`config.mk`:
```
export PLATFORM = sky130hd
export DESIGN_NAME = seq_detector_param
export DESIGN_NICKNAME = d
export VERILOG_FILES = /design/src/rtl/seq_detector_param.sv
export SDC_FILE = /design/constraint.sdc
export NUM_CORES = 1
export LEC_CHECK = 0
export ABC_AREA = 1
export CAP_MARGIN = 25
export CORE_UTILIZATION = 45
export CTS_BUF_LIST = sky130_fd_sc_hd__clkbuf_16
export DETAILED_ROUTE_END_ITERATION = 16
export MAX_ROUTING_LAYER = met4
export PLACE_DENSITY = 0.72
export REMOVE_ABC_BUFFERS = 1
export SLEW_MARGIN = 0
export SYNTH_ARGS = -nofsm -noshare
export SYNTH_HDL_FRONTEND = slang
export SYNTH_SLANG_ARGS = --single-unit
```
`constraint.sdc`:
```
create_clock -name clk -period 2.1 [get_ports clk]
set_input_delay 0.21 -clock clk [delete_from_list [all_inputs] [get_ports clk]]
set_output_delay 0.21 -clock clk [all_outputs]
set_load 0.01 [all_outputs]
```
`src/rtl/seq_detector_param.sv`:
```
// rtl/seq_detector_param.sv - parametrised serial pattern detector with Mealy/registered flags and saturating match count
module seq_detector_param #(
    parameter int unsigned      PAT_W   = 4,
    parameter logic [PAT_W-1:0] PATTERN = 4'b1011,
    parameter int unsigned      CNT_W   = 8
) (
    input  logic             clk,
    input  logic             rst_n,
    input  logic             en,
    input  logic             x,
    input  logic             ovl,
    input  logic             pat_load,
    input  logic [PAT_W-1:0] pat_in,
    input  logic             cnt_clr,
    output logic             y,
    output logic             y_q,
    output logic [CNT_W-1:0] match_cnt
);

    localparam int unsigned      FILL_W   = $clog2(PAT_W);
    localparam logic [FILL_W-1:0] FILL_MAX = FILL_W'(PAT_W - 1);
    localparam logic [CNT_W-1:0]  CNT_MAX  = '1;

    logic [PAT_W-1:0]  pat_q, pat_d;
    logic [PAT_W-2:0]  hist_q, hist_d;
    logic [FILL_W-1:0] fill_q, fill_d;
    logic              y_q_q, y_q_d;
    logic [CNT_W-1:0]  cnt_q, cnt_d;

    logic [PAT_W-1:0]  window;
    logic              full;
    logic              match;

    // The candidate word is the stored history with the live bit appended as LSB.
    assign window = {hist_q, x};
    assign full   = (fill_q == FILL_MAX);
    assign match  = en & ~pat_load & full & (window == pat_q);

    always_comb begin
        pat_d  = pat_q;
        hist_d = hist_q;
        fill_d = fill_q;
        if (pat_load) begin
            pat_d  = pat_in;
            fill_d = '0;
        end else if (en) begin
            hist_d = window[PAT_W-2:0];
            if (match && !ovl) begin
                fill_d = '0;
            end else if (!full) begin
                fill_d = fill_q + FILL_W'(1);
            end
        end
    end

    always_comb begin
        y_q_d = match;
        cnt_d = cnt_q;
        if (cnt_clr) begin
            cnt_d = '0;
        end else if (match && (cnt_q != CNT_MAX)) begin
            cnt_d = cnt_q + CNT_W'(1);
        end
    end

    always_ff @(posedge clk or negedge rst_n) begin
        if (!rst_n) begin
            pat_q  <= PATTERN;
            hist_q <= '0;
            fill_q <= '0;
            y_q_q  <= 1'b0;
            cnt_q  <= '0;
        end else begin
            pat_q  <= pat_d;
            hist_q <= hist_d;
            fill_q <= fill_d;
            y_q_q  <= y_q_d;
            cnt_q  <= cnt_d;
        end
    end

    assign y         = match;
    assign y_q       = y_q_q;
    assign match_cnt = cnt_q;

endmodule

```
==> results.json, run 1 <==
{
  "synth_seq_area_share_pct": 45.5,
  "irDropWorstVdd_mv": 0.459,
  "drt-total-wl_um": 1880,
  "synth.area.top_cells": "dfrtp_1 38%, nand2_1 15%, nand3_1 9.5%, dfstp_2 7.9%, inv_1 6.4%",
  "critPathMaxFanout": 3,
  "end_kind": "output pin",
  "period_needed_ns": 1.98,
  "critical_path.startpoint_type": "register",
  "initial_core_util_pct": 49.3,
  "synth_top_area_share_pct": 37.6,
  "seq_power_share_pct": 45.4,
  "vias": 848,
  "antenna_left": 0,
  "netlist.top_cell.by_area": "dfrtp_1",
  "synth.cells.most_frequent": "40 x nand2_1, 19 x nand3_1, 17 x inv_1",
  "cts_num_sinks": 18,
  "via_per_inst": 4.76,
  "hp-class": "in -> async",
  "max_slew_margin_pct": 69.5,
  "synth.distinct_cells": 20,
  "first_global_vias": 817,
  "die_w_um": 49.1,
  "place_congestion": 0.781,
  "dp_hpwl_um": 1410,
  "cts-root-buf": "clkbuf_16",
  "synth_most_common_cell": "nand2_1",
  "ys_async_sr_fraction_pct": 100,
  "comb_power_share_pct": 11.0,
  "path_clk_slew_ns": 0.05,
  "cts_tree": "built",
  "num_rows": 16,
  "syn_area_um2": 997,
  "p_per_area_mw_per_mm2": 650,
  "nNetsFinal": 165,
  "cp.arrival_ns": 1.77,
  "power_leakage_nw": 0.689,
  "io_buffers": 20,
  "fp.dieArea_mm2": 0.00241,
  "cts_setup_buffers": 0,
  "switching_share_pct": 21.4,
  "fillers": 170,
  "grt_overflow_total": 0,
  "grt_max_degree": 19,
  "grt_pass1_wl_um": 3360,
  "tightest_slew_ns": 0.457,
  "clk_path_buf_depth": 2,
  "io_pins": 21,
  "synth-main-ff-cell": "dfrtp_1",
  "worstPathRequired_ns": 1.89,
  "p_int_w": 0.000667,
  "clkLatencyLatePin_ns": 0.25,
  "report.final.slew_viol_count": 0,
  "drv_cap": 0,
  "ys_warn_count": 0,
  "p_switching_w": 0.000181,
  "hold_violations": 0,
  "ctsHtreeMaxLevel": 1,
  "synth_edf_count": 0,
  "core_mm2": 0.00202,
  "drt_first_pass_iters": 4,
  "route.detailed.drc": 0,
  "syn_inst": 127,
  "insertedDiodeCount": 0,
  "path_class": "reg -> out",
  "drive_gt1_share_pct": 10.6,
  "clock_power_share_pct": 43.5,
  "outcome": "completed",
  "avgSynthCellArea_um2": 7.85,
  "finalPower_w": 0.000848,
  "fmax_ghz": 0.506,
  "first_iter_violations": 13,
  "clock-skew-final_ns": 0.00491,
  "period_share_pct": 94.1,
  "gr-usage-all-layers_pct": 18.7,
  "area_growth_pct": 30.9,
  "wl_per_cell_um": 10.6,
  "ys_ff_latch": 18,
  "fp.dieH_um": 49.1,
  "antenna_found_initial": 0,
  "setup_viol": 0,
  "post-route-util_pct": 64.5,
  "cts_made_buffers": 3
}
## layout make-up
class | count | area [um2] | area share (%)
sequential | 18 | 454 | 34.8
multi-input combinational | 87 | 437 | 33.5
timing repair buffer | 22 | 215 | 16.5
inverter | 20 | 86.3 | 6.62
clock buffer | 3 | 75.1 | 5.75
tap | 27 | 33.8 | 2.59
clock inverter | 1 | 3.75 | 0.288
## metrics by stage
step	worst slack [ns]	area (um2)	TNS (ns)	std cells	hold WS, ns
final	0.124	1310	0	178	0.292
after global routing	-0.00644	1310	-0.00644	178	0.324
after CTS	0.0806	1300	0	178	0.299
after detailed placement	0.158	1220	0	174	0.474
after global placement	0.176	1220	0	174	0.467
after floorplan	0.690	975	0	125	-0.0856
## logic make-up after synthesis
family / share of synthesized area (%)
AND/OR/NAND/NOR: 33.1
buffers and inverters: 10.9
flip-flops: 45.5
AO/OA/AOI/OAI: 3.51
XOR/XNOR: 4.39
adder cells (fa/ha/maj): 2.51
## state kept, by name (all words and copies together) (netlist names)
| name | cells |
|---|---|
| hist_q | 3 |
| y_q | 1 |
| fill_q | 2 |
| pat_q | 4 |
| match_cnt | 8 |
## layout by cell type, fill, tap and decap left out, types with 2 or more instances in the layout
cell | netlist | routed
o21ai_0 | 5 | 5
clkbuf_16 | 0 | 3
nor2_1 | 7 | 6
buf_4 | 0 | 2
xor2_1 | 4 | 4
nand3_1 | 19 | 19
inv_6 | 2 | 2
nor2_2 | 1 | 2
nand4_1 | 3 | 3
nand2_1 | 40 | 40
ha_1 | 2 | 2
clkdlybuf4s50_1 | 0 | 20
dfstp_2 | 3 | 3
dfrtp_1 | 15 | 15
inv_1 | 17 | 18
## power by group through the flow
stage	Sequential (W)	Combinational [W]	Clock (W)
2_1_floorplan	0.000388	0.0000505	0
3_3_place_gp	0.000390	0.0000901	0
3_5_place_dp	0.000392	0.0000929	0
4_1_cts	0.000386	0.0000941	0.000378
5_1_grt	0.000389	0.000108	0.000391
6_report	0.000385	0.0000935	0.000369
## worst max-delay path, stage by stage, from the launching register on
cell             delay, ns
dfrtp_1               0.37
ha_1                  0.21
nand3_2               0.09
nor2_2                0.12
nand3_1               0.10
clkinv_2              0.09
clkdlybuf4s50_1       0.53
## worst paths after layout
path | start | end | slack, ns | depth (start not counted)
setup / recovery | fill_q[0] | y | 0.12 | 6
hold / removal | rst_n | match_cnt[3] | 0.29 | 2
setup reg to reg | match_cnt[0] | match_cnt[0] | 0.59 | 8
hold reg to reg | fill_q[1] | fill_q[1] | 0.48 | 2
max in group asynchronous | rst_n | pat_q[1] | 1.55 | 2
min in group clk | fill_q[1] | fill_q[1] | 0.48 | 2
## per-layer routing
| layer | wire length (um) | up-vias | global-route usage, % |
|---|---|---|---|
| met4 | 23 | 0 | 7.35 |
| met2 | 941 | 16 | 31.5 |
| met1 | 833 | 382 | 21.5 |
| met3 | 83 | 4 | 4.05 |
| li1 | - | 446 | - |
| met5 | 0 | - | - |
## what timing repair did
action,4_1_cts,5_1_grt
setup endpoints to repair,0,1
hold buffers,0,0
resized for setup,0,1
Power figures use the tool's default switching activity.
==> inputs of run 2 (changes only) <==
- CORE_MARGIN: default -> 10
- clock period: 2.1 -> 2.3 ns (I/O delays scaled with it)
==> run 2 against run 1 <==
Cell count stayed put. Routed wire length is 23% higher. Worst setup slack better by 0.14 ns. Critical path depth is 1 higher. Sequential share of layout area rose by 0.067 points. Combinational power decreased by 7.9%. Register-to-register slack better by 0.16 ns. Utilization shrank 0.76 points. Global-route usage decreased by 6.4 points. Power fell by 7.1%. Clock power fell by 5%. Design area fell by 0.19%. Highest routed layer unchanged.
==> results.json, run 2 (synthesized netlist as in run 1, its figures left out) <==
{
  "outcome": "completed",
  "p_per_area_mw_per_mm2": 605,
  "vias": 887,
  "fmax_ghz": 0.491,
  "first_global_vias": 923,
  "cts_tree": "built",
  "fp.dieArea_mm2": 0.00450,
  "area_growth_pct": 30.6,
  "end_kind": "output pin",
  "nNetsFinal": 165,
  "dp_hpwl_um": 1740,
  "path_clk_slew_ns": 0.05,
  "final_cell_mix": "40 x nand2_1, 20 x clkdlybuf4s50_1, 19 x nand3_1",
  "largest_register_ffs": 8,
  "antenna_found_initial": 0,
  "cts_made_buffers": 3,
  "r2r-end": "match_cnt[5]",
  "post-route-util_pct": 63.8,
  "rrSetupSlack_ns": 0.75,
  "cts_num_sinks": 18,
  "cts_hold_buffers": 0,
  "first_iter_violations": 29,
  "setup_viol": 0,
  "irDropWorstVdd_mv": 0.486,
  "period_share_pct": 88.5,
  "cts_setup_buffers": 0,
  "grt_overflow_total": 0,
  "wl_per_cell_um": 13.0,
  "hold_violations": 0,
  "cts-root-buf": "clkbuf_16",
  "hold_slack_ns": 0.307,
  "io_pins": 21,
  "fp.dieH_um": 67.1,
  "io_buffers": 20,
  "gr-usage-all-layers_pct": 12.3,
  "tightest_slew_ns": 0.464,
  "max_slew_margin_pct": 69.0,
  "clk_path_buf_depth": 2,
  "rsz0062_at_grt": "false",
  "final_common_cell": "nand2_1",
  "worstPathRequired_ns": 2.07,
  "tns_ns": 0,
  "place_congestion": 0.899,
  "clkLatencyLatePin_ns": 0.25,
  "drv_cap": 0,
  "drive_gt1_share_pct": 9.93,
  "grt_max_degree": 19,
  "insertedDiodeCount": 0,
  "cp.arrival_ns": 1.81,
  "antenna_left": 0,
  "crit_path_start": "pat_q[1]",
  "layout_setup_ws_ns": 0.263,
  "via_per_inst": 4.98,
  "path_class": "reg -> out",
  "ctsHtreeMaxLevel": 1,
  "ctsResizeCount": 0,
  "core_mm2": 0.00204,
  "power_leakage_nw": 0.689,
  "fillers": 184,
  "num_rows": 16,
  "period_needed_ns": 2.04,
  "grt_pass1_wl_um": 4150,
  "critPathMaxFanout": 3,
  "hp-class": "in -> async",
  "clock-skew-final_ns": 0.00213,
  "worstRegToRegCells": 8,
  "die_w_um": 67.1,
  "pre_cts_slack_ns": 0.305,
  "report.final.slew_viol_count": 0,
  "route.detailed.drc": 0,
  "drt_first_pass_iters": 4,
  "drt-total-wl_um": 2320,
  "critical_path.startpoint_type": "register",
  "initial_core_util_pct": 48.8,
  "r2r_start": "match_cnt[0]"
}
## run 2: worst max-delay path by stage
stage          slack (ns)           end
2_1_floorplan        0.89  match_cnt[0]
3_3_place_gp         0.35             y
3_5_place_dp         0.30             y
4_1_cts              0.25             y
5_1_grt              0.12             y
6_report             0.26             y
## run 2: critical path: stages (launching register included)
cell             delay (ns)
dfstp_2                0.52
inv_1                  0.04
nand2_1                0.05
nand2_1                0.07
nor2_1                 0.13
nand3_1                0.12
clkinv_2               0.09
clkdlybuf4s50_1        0.54
## run 2: stage by stage
step                      cells  total power [W]  cell area, um2
after floorplan             125         0.000400             975
after global placement      174         0.000439            1220
after detailed placement    174         0.000443            1220
after CTS                   178         0.000795            1300
after global routing        178         0.000826            1300
final                       178         0.000788            1300
## run 2: routing by layer
layer | GRT usage [%] | up-vias | wire length (um)
li1 | - | 448 | -
met1 | 12.8 | 409 | 937
met2 | 19.8 | 23 | 1170
met3 | 4.35 | 7 | 154
met4 | 6.92 | 0 | 57
met5 | - | - | 0
## run 2: layout make-up
type	count	area, um2	share of cell area (%)
Multi-Input combinational cell	87	434	33.3
Inverter	20	86.3	6.63
Clock inverter	1	3.75	0.288
Tap cell	27	33.8	2.59
Sequential cell	18	454	34.9
Timing Repair Buffer	22	215	16.5
Clock buffer	3	75.1	5.76
## run 2: power by group
part,total (W),switching (W),internal [W]
combinational,0.0000861,0.0000482,0.0000379
clock,0.000350,0.000119,0.000231
sequential,0.000353,0.0000129,0.000340
total,0.000788,0.000180,0.000609
==> inputs of run 3 (changes only) <==
- GPL_ROUTABILITY_DRIVEN: default -> 0
==> results of run 3 <==
Final layout, timing and power as in run 2 (identical DEF).
